File: src/rtl/uart_sender_if.sv
// uart_sender_if: byte-strobe handshake between the UART controller and the
// serial transmitter.
//   TX_EN      controller -> sender  one-cycle start strobe
//   TX_DATA    controller -> sender  byte to send, sampled with an accepted TX_EN
//   UART_TX    sender -> controller  serial line, idles high
//   TX_STATUS  sender -> controller  1 = idle/ready, 0 = frame in progress
interface uart_sender_if;
  logic       TX_EN;
  logic [7:0] TX_DATA;
  logic       UART_TX;
  logic       TX_STATUS;

  modport master (
    output TX_EN,
    output TX_DATA,
    input  UART_TX,
    input  TX_STATUS
  );

  modport slave (
    input  TX_EN,
    input  TX_DATA,
    output UART_TX,
    output TX_STATUS
  );
endinterface

File: src/rtl/uart_sender.sv
// uart_sender: serial UART transmitter. A one-cycle TX_EN strobe while idle
// latches TX_DATA and sends one frame: start bit, 8 data bits LSB first,
// optional parity bit, then STOP_BITS stop bits, each bit CLKS_PER_BIT clocks.
// Ports:
//   clk    system clock, all state on posedge
//   reset  asynchronous active-low reset
//   bus    uart_sender_if.slave (TX_EN, TX_DATA in; UART_TX, TX_STATUS out)
// UART_TX and TX_STATUS come straight from flops so the line is glitch-free.
module uart_sender #(
  parameter int CLKS_PER_BIT = 10417,
  parameter int PARITY_EN    = 0,
  parameter int PARITY_ODD   = 0,
  parameter int STOP_BITS    = 1
) (
  input  logic          clk,
  input  logic          reset,
  uart_sender_if.slave  bus
);

  localparam int             BW        = $clog2(CLKS_PER_BIT);
  localparam logic [BW-1:0]  BAUD_LAST = BW'(CLKS_PER_BIT - 1);
  localparam logic           PODD      = 1'(PARITY_ODD);

  typedef enum logic [2:0] {
    ST_IDLE,
    ST_START,
    ST_DATA,
    ST_PARITY,
    ST_STOP
  } state_t;

  state_t        state,    state_nxt;
  logic [BW-1:0] baud_cnt, baud_nxt;
  logic [2:0]    bit_cnt,  bit_nxt;
  logic          stop_cnt, stop_nxt;
  logic [7:0]    shreg,    shreg_nxt;
  logic          par_q,    par_nxt;
  logic          tx_q,     tx_nxt;
  logic          status_q, status_nxt;

  logic baud_last;
  logic stop_last;

  always_ff @(posedge clk or negedge reset) begin
    if (!reset) begin
      state    <= ST_IDLE;
      baud_cnt <= '0;
      bit_cnt  <= '0;
      stop_cnt <= '0;
      shreg    <= '0;
      par_q    <= '0;
      tx_q     <= '1;
      status_q <= '1;
    end else begin
      state    <= state_nxt;
      baud_cnt <= baud_nxt;
      bit_cnt  <= bit_nxt;
      stop_cnt <= stop_nxt;
      shreg    <= shreg_nxt;
      par_q    <= par_nxt;
      tx_q     <= tx_nxt;
      status_q <= status_nxt;
    end
  end

  // Outputs are computed one cycle ahead (tx_nxt/status_nxt) so that the
  // registered line changes exactly on the bit boundary.
  always_comb begin
    state_nxt  = state;
    baud_nxt   = baud_cnt;
    bit_nxt    = bit_cnt;
    stop_nxt   = stop_cnt;
    shreg_nxt  = shreg;
    par_nxt    = par_q;
    tx_nxt     = tx_q;
    status_nxt = status_q;

    baud_last  = (baud_cnt == BAUD_LAST);
    stop_last  = (STOP_BITS == 2) ? stop_cnt : 1'b1;

    case (state)
      ST_IDLE: begin
        tx_nxt     = 1'b1;
        status_nxt = 1'b1;
        if (bus.TX_EN) begin
          shreg_nxt  = bus.TX_DATA;
          par_nxt    = (^bus.TX_DATA) ^ PODD;
          state_nxt  = ST_START;
          baud_nxt   = '0;
          bit_nxt    = '0;
          stop_nxt   = 1'b0;
          tx_nxt     = 1'b0;
          status_nxt = 1'b0;
        end
      end

      ST_START: begin
        if (baud_last) begin
          state_nxt = ST_DATA;
          baud_nxt  = '0;
          bit_nxt   = '0;
          tx_nxt    = shreg[0];
          shreg_nxt = {1'b0, shreg[7:1]};
        end else begin
          baud_nxt = baud_cnt + BW'(1);
        end
      end

      ST_DATA: begin
        if (baud_last) begin
          baud_nxt = '0;
          if (bit_cnt == 3'd7) begin
            if (PARITY_EN != 0) begin
              state_nxt = ST_PARITY;
              tx_nxt    = par_q;
            end else begin
              state_nxt = ST_STOP;
              stop_nxt  = 1'b0;
              tx_nxt    = 1'b1;
            end
          end else begin
            bit_nxt   = bit_cnt + 3'd1;
            tx_nxt    = shreg[0];
            shreg_nxt = {1'b0, shreg[7:1]};
          end
        end else begin
          baud_nxt = baud_cnt + BW'(1);
        end
      end

      ST_PARITY: begin
        if (baud_last) begin
          state_nxt = ST_STOP;
          baud_nxt  = '0;
          stop_nxt  = 1'b0;
          tx_nxt    = 1'b1;
        end else begin
          baud_nxt = baud_cnt + BW'(1);
        end
      end

      ST_STOP: begin
        if (baud_last) begin
          baud_nxt = '0;
          if (stop_last) begin
            state_nxt  = ST_IDLE;
            tx_nxt     = 1'b1;
            status_nxt = 1'b1;
          end else begin
            stop_nxt = stop_cnt + 1'b1;
          end
        end else begin
          baud_nxt = baud_cnt + BW'(1);
        end
      end

      default: begin
        state_nxt  = ST_IDLE;
        tx_nxt     = 1'b1;
        status_nxt = 1'b1;
      end
    endcase
  end

  assign bus.UART_TX   = tx_q;
  assign bus.TX_STATUS = status_q;

endmodule

File: src/flat_wrapper.sv
// flat-port wrapper written by rule: the top's interface ports become plain ports
module uart_sender_flat 
#(
  parameter int CLKS_PER_BIT = 10417,
  parameter int PARITY_EN    = 0,
  parameter int PARITY_ODD   = 0,
  parameter int STOP_BITS    = 1
)
  (clk, reset, bus_TX_EN, bus_TX_DATA, bus_UART_TX, bus_TX_STATUS);
  uart_sender_if bus_i ();
  input  logic clk;
  input  logic reset;
  input wire logic [$bits(bus_i.TX_EN)-1:0] bus_TX_EN;
  input wire logic [$bits(bus_i.TX_DATA)-1:0] bus_TX_DATA;
  output wire logic [$bits(bus_i.UART_TX)-1:0] bus_UART_TX;
  output wire logic [$bits(bus_i.TX_STATUS)-1:0] bus_TX_STATUS;
  assign bus_i.TX_EN = bus_TX_EN;
  assign bus_i.TX_DATA = bus_TX_DATA;
  assign bus_UART_TX = bus_i.UART_TX;
  assign bus_TX_STATUS = bus_i.TX_STATUS;
  uart_sender #(.CLKS_PER_BIT(CLKS_PER_BIT), .PARITY_EN(PARITY_EN), .PARITY_ODD(PARITY_ODD), .STOP_BITS(STOP_BITS)) u_core (.clk(clk), .reset(reset), .bus(bus_i));
endmodule
File: config.mk
export PLATFORM = sky130hd
export DESIGN_NAME = uart_sender_flat
export DESIGN_NICKNAME = d
export VERILOG_FILES = /design/src/rtl/uart_sender_if.sv /design/src/rtl/uart_sender.sv /design/src/flat_wrapper.sv
export SDC_FILE = /design/constraint.sdc
export NUM_CORES = 1
export LEC_CHECK = 0
export BUFFER_PORTS_ARGS = -buffer_cell sky130_fd_sc_hd__clkbuf_2
export CAP_MARGIN = 40
export CORE_MARGIN = 4
export CORE_UTILIZATION = 26
export DETAILED_ROUTE_END_ITERATION = 8
export RECOVER_POWER = 25
export SYNTH_ARGS = -nofsm -noshare
export SYNTH_HDL_FRONTEND = slang
export SYNTH_SLANG_ARGS = --single-unit
File: constraint.sdc
create_clock -name clk -period 2.2 [get_ports clk]
set_input_delay 0.11 -clock clk [delete_from_list [all_inputs] [get_ports clk]]
set_output_delay 0.11 -clock clk [all_outputs]
set_load 0.1 [all_outputs]
After elaboration in Yosys (flattened, before gate mapping)
Index checks and enable logic that the tools add are counted.
- add/sub/neg operators: 2
- multipliers: 0
- divide/modulo/power cells: 0
- order comparisons: 0
- equal/unequal tests: 14
- shift-type cells: 0
- muxes and demuxes: 26
- bitwise logic cells: 1
- reduce and logical (&&, ||, !) cells: 11
- operators by type and width (cell ; count):
    $mux 8 ; 4
    $mux 14 ; 2
    $pmux 14 s2 ; 1
    $mux 3 ; 9
    $pmux 8 s3 ; 1
    $pmux 3 s5 ; 1
    $add 14x1->14 const B ; 1
    $eq 14x14->1 const B ; 1
    $ne 2x1->1 const B ; 6
    $pmux 3 s3 ; 1
    $eq 3x2->1 const B ; 2
    $eq 3x3->1 const B ; 2
    $reduce_and 6->1 ; 1
    $mux 1 ; 5
    $reduce_and 5->1 ; 1
    $ne 2x2->1 const B ; 2
    $pmux 1 s4 ; 1
    $reduce_and 2->1 ; 2
    $reduce_or 4->1 ; 1
    $add 3x1->3 const B ; 1
    $eq 3x1->1 const B ; 1
    $logic_not 3->1 ; 1
    $pmux 1 s3 ; 1
    $reduce_and 3->1 ; 1
    5 further kinds ; 5
- flip-flop bits (word level): 30
- bits in latches: 0
- bits in writable memories: 0
- bits in read-only memories: 0
- output and inout port bits: 2
- word-level logic and storage cells: 60
- memories: 0

Longest topological paths before layout
- depth in word-level cells: 4
- mapped depth: 7

Least setup slack after synthesis
OpenSTA, ideal clock, no wires.
- path type: flip-flop to flip-flop
- start: register u_core.baud_cnt[0]
- end: register u_core.shreg[0]
- setup time: 0.125 ns
- arrival: 1.920 ns
- setup slack: 0.155 ns
- stages on the path, launching flop included: 7
- period minus slack after synthesis: 2.045 ns
- path through: dfrtp_1 > inv_1 > ha_1 > nor3b_1 > nand4_2 > a2111oi_4 > mux2_2
- word-level cells in the longest chain between the ends: 3
- ends and longest elaborated chain (element ; RTL line ; RTL):
    from (decl) ; uart_sender.sv:33 ; logic [BW-1:0] baud_cnt, baud_nxt;
    from (signal assigned) ; uart_sender.sv:56 ; baud_cnt <= baud_nxt;
    $eq 14x14->1 * ; uart_sender.sv:78 ; baud_last = (baud_cnt == BAUD_LAST);
    $ne 2x1->1 (no line) ; - ;
    $reduce_and 5->1 (no line) * ; - ;
    to (signal assigned) ; uart_sender.sv:59 ; shreg <= shreg_nxt;
    to (decl) ; uart_sender.sv:36 ; logic [7:0] shreg, shreg_nxt;
Mark *: on every way between the ends. The rest lies on a longest branch, timed or not.
A chain may end at the register's enable or synchronous reset.

Final worst setup path
- start: register u_core.bit_cnt[0]
- end: register u_core.shreg[2]
- word-level cells in the longest chain between the ends: 3
- ends and longest elaborated chain (element ; RTL line ; RTL):
    from (decl) ; uart_sender.sv:34 ; logic [2:0] bit_cnt, bit_nxt;
    from (signal assigned) ; uart_sender.sv:57 ; bit_cnt <= bit_nxt;
    $eq 3x3->1 ; uart_sender.sv:112 ; if (bit_cnt == 3'd7) begin
    $ne 2x2->1 (no line) ; - ;
    $reduce_and 5->1 (no line) ; - ;
No other way between the ends.

==> reports/qor.txt <==
area of placed instances: 1880 um2
VDD IR-drop max: 0.000440 V
Worst path depth: 7
Lkg Pwr: 0.841 nW
Total Routing Usage GR: 0.0981
Combinational Power Share: 0.263
Post-Syn Area: 1650 um2
failing checks: capacitance limit, slew limit
final setup margin: 111 ps
Total Power Consumption: 1.67 mW
Synth-to-Final Area Change: 20.1%
Yosys warning count: 0
critical path class: flop to flop
FILL cells: 633
worst path arrival time: 2270 ps
max_slew headroom: -0.118
Die Area: 7690 um2
peak per-stage delay on the critical path: 390 ps
initial antenna violation count: 0
Power Dens Cells: 843 nW/um2
Reg2Reg Setup Slack: 110 ps
clock power share: 0.282
FF+latch count, synth: 30
# nets final: 197
f_max: 0.479 GHz
# DRC: 0
register area: 753 um2
Worst-path clk slew: 70 ps
Hold WS: 113 ps
CTS sink cnt: 30
vias in the first global route: 1,297
Post-Layout Cell Count: 258
ANT cells: 0
total CTS buffers: 5
gr ovfl total: 0
reg2reg start: u_core.bit_cnt[0]$_DFFE_PN0P_
Min-Delay Path Class: primary input to flop
Clock Skew: 2.49 ps
setup tns final: 0 ps
initial core utilization: 0.274
Seq/Total Area, Yosys: 0.456
DR pass1 iterations: 4
placed insts: 249
FF-to-FF End: u_core.shreg[2]$_DFFE_PN0P_
Clock Latency Late Sink: 290 ps
fraction of registers with async set/reset: 1.00
crit-path cells: ha_1, ha_1, nor2_1, nor2b_1, a2111oi_4, buf_4, mux2_2
max-slew violations: 31
Buf/Inv on CP: 1
DR vias: 1,277
share of cells above drive strength 1: 0.322
Post-Syn Nets: 170
fin area: 1980 um2
Die H: 87.7 um
Worst Path Max Fanout: 8
Final setup viols: 0
Synth cell types: 46
H-tree levels: 2
Routed WL: 3400 um
multi-input logic area: 856 um2
DR vias/cell: 4.95
Final HPWL DP: 2420 um
FF-to-FF path depth: 7
status: finished, violations left
CTS tree: built
gp weighted congestion: 0.775
Slowest-stage cell, CP: dfrtp_1
WL/cell: 13.2 um
root buffer cell: clkbuf_8
share of the clock period used by the worst path: 0.950
CP Launch Type: flop
core outline area: 6030 um2
Crit path max-delay family: adder cells
Top Ports: 13
sw frac: 0.320
Sw Pwr: 0.535 mW
crit path launch: u_core.bit_cnt[0]$_DFFE_PN0P_
cells after synthesis: 155
Critical Path RT: 2380 ps
Worst Setup EP: u_core.shreg[2]$_DFFE_PN0P_
Post-synth EDFFs: 0
IO Port Bufs: 12
Main synth FF type: dfrtp_1
worst slew pin tran: 1680 ps
post-place setup slack: 118 ps
crit end category: flop
largest net degree at the start of global routing: 31
FP Rows: 28
Final Hold Fails: 0
first-pass GRT wire length: 5830 um
Die Width: 87.7 um
Synth Area per Inst: 10.7 um2
Starting DRT DRC Count: 101
final core occ: 0.329
post-route ant nets: 0
Max clock buf depth: 2
most frequent CP cell: ha_1
Min Clock Period, post-route: 2090 ps
max_cap viols: 1
RSZ-0062 raised after global routing: false
Int Power: 1.14 mW
sequential share of power: 0.455
-- registers in the layout, summed over array words and instances, names as in the netlist --
signal,count
u_core.bus.UART_TX,1
u_core.baud_cnt,14
u_core.bit_cnt,3
u_core.bus.TX_STATUS,1
u_core.state,3
u_core.shreg,8
-- synth_stat cells (all sizes together) (4+ instances only) --
master / n / area [um2]
dfrtp: 28 / 701
mux2: 16 / 180
nand2: 10 / 37.5
o21ai: 10 / 50.1
nor2: 9 / 33.8
a21oi: 8 / 43.8
or3: 7 / 43.8
nand3: 6 / 30.0
xnor2: 5 / 43.8
clkbuf: 4 / 15.0
ha: 4 / 50.1
-- layout by cell type, fill, tap and decap left out, drive strengths merged, types with 4 or more instances in the layout --
| cell | instances |
|---|---|
| o21ai | 10 |
| nor2 | 9 |
| nand3 | 6 |
| or3 | 7 |
| a21oi | 8 |
| dfrtp | 28 |
| buf | 14 |
| nand2 | 10 |
| ha | 4 |
| mux2 | 16 |
| clkbuf | 18 |
| xnor2 | 5 |
-- cells by family after synthesis --
family,Yosys count,synth area share
flops,30,0.456
compound gates,33,0.150
mux,16,0.109
xor+xnor,5,0.0265
fa+ha+maj,4,0.0303
buf+inv,10,0.0258
simple gates,57,0.202
-- repair_timing --
item | CTS | global route
hold buffers | 1 | 0
hold endpoints to repair | 28 | 0
resized for setup | 0 | 0
setup buffers | 0 | 0
-- power groups by stage --
stage	sequential, mW	clock (mW)	combinational, mW
floorplan	0.838	0	0.228
global placement	0.769	0	0.434
detailed placement	0.772	0	0.440
CTS	0.762	0.493	0.444
global route	0.781	0.511	0.492
finish	0.761	0.472	0.439
-- worst min-delay path by stage --
stage / from / depth (start not counted) / end / slack [ps]
after floorplan: reset / 0 / u_core.baud_cnt[0]$_DFFE_PN0P_ / -190
after global placement: reset / 1 / u_core.baud_cnt[9]$_DFFE_PN0P_ / 230
after detailed placement: reset / 1 / u_core.baud_cnt[11]$_DFFE_PN0P_ / 220
after CTS: bus_TX_EN / 3 / u_core.state[0]$_DFFE_PN0P_ / 100
after global routing: bus_TX_EN / 3 / u_core.state[0]$_DFFE_PN0P_ / 120
final: bus_TX_EN / 3 / u_core.state[0]$_DFFE_PN0P_ / 110
-- tightest hold or removal path: stages --
cell,delay (ps)
clkbuf_2,110
nand2_1,80
a21oi_1,60
-- routing by layer --
| metal | wire length (um) | global-route usage |
|---|---|---|
| met5 | 0 | 0 |
| met4 | 54 | 0.0377 |
| met3 | 140 | 0.0395 |
| met2 | 1650 | 0.158 |
| met1 | 1550 | 0.118 |
-- layout make-up --
type	count	area share
repair buffers	27	0.0877
well taps	75	0.0473
clock buffers	6	0.0416
inverters	3	0.00568
clock inverters	2	0.00631
flip-flops and latches	30	0.380
multi-input cells	115	0.432
No activity file was read; power rests on OpenSTA's default activity.
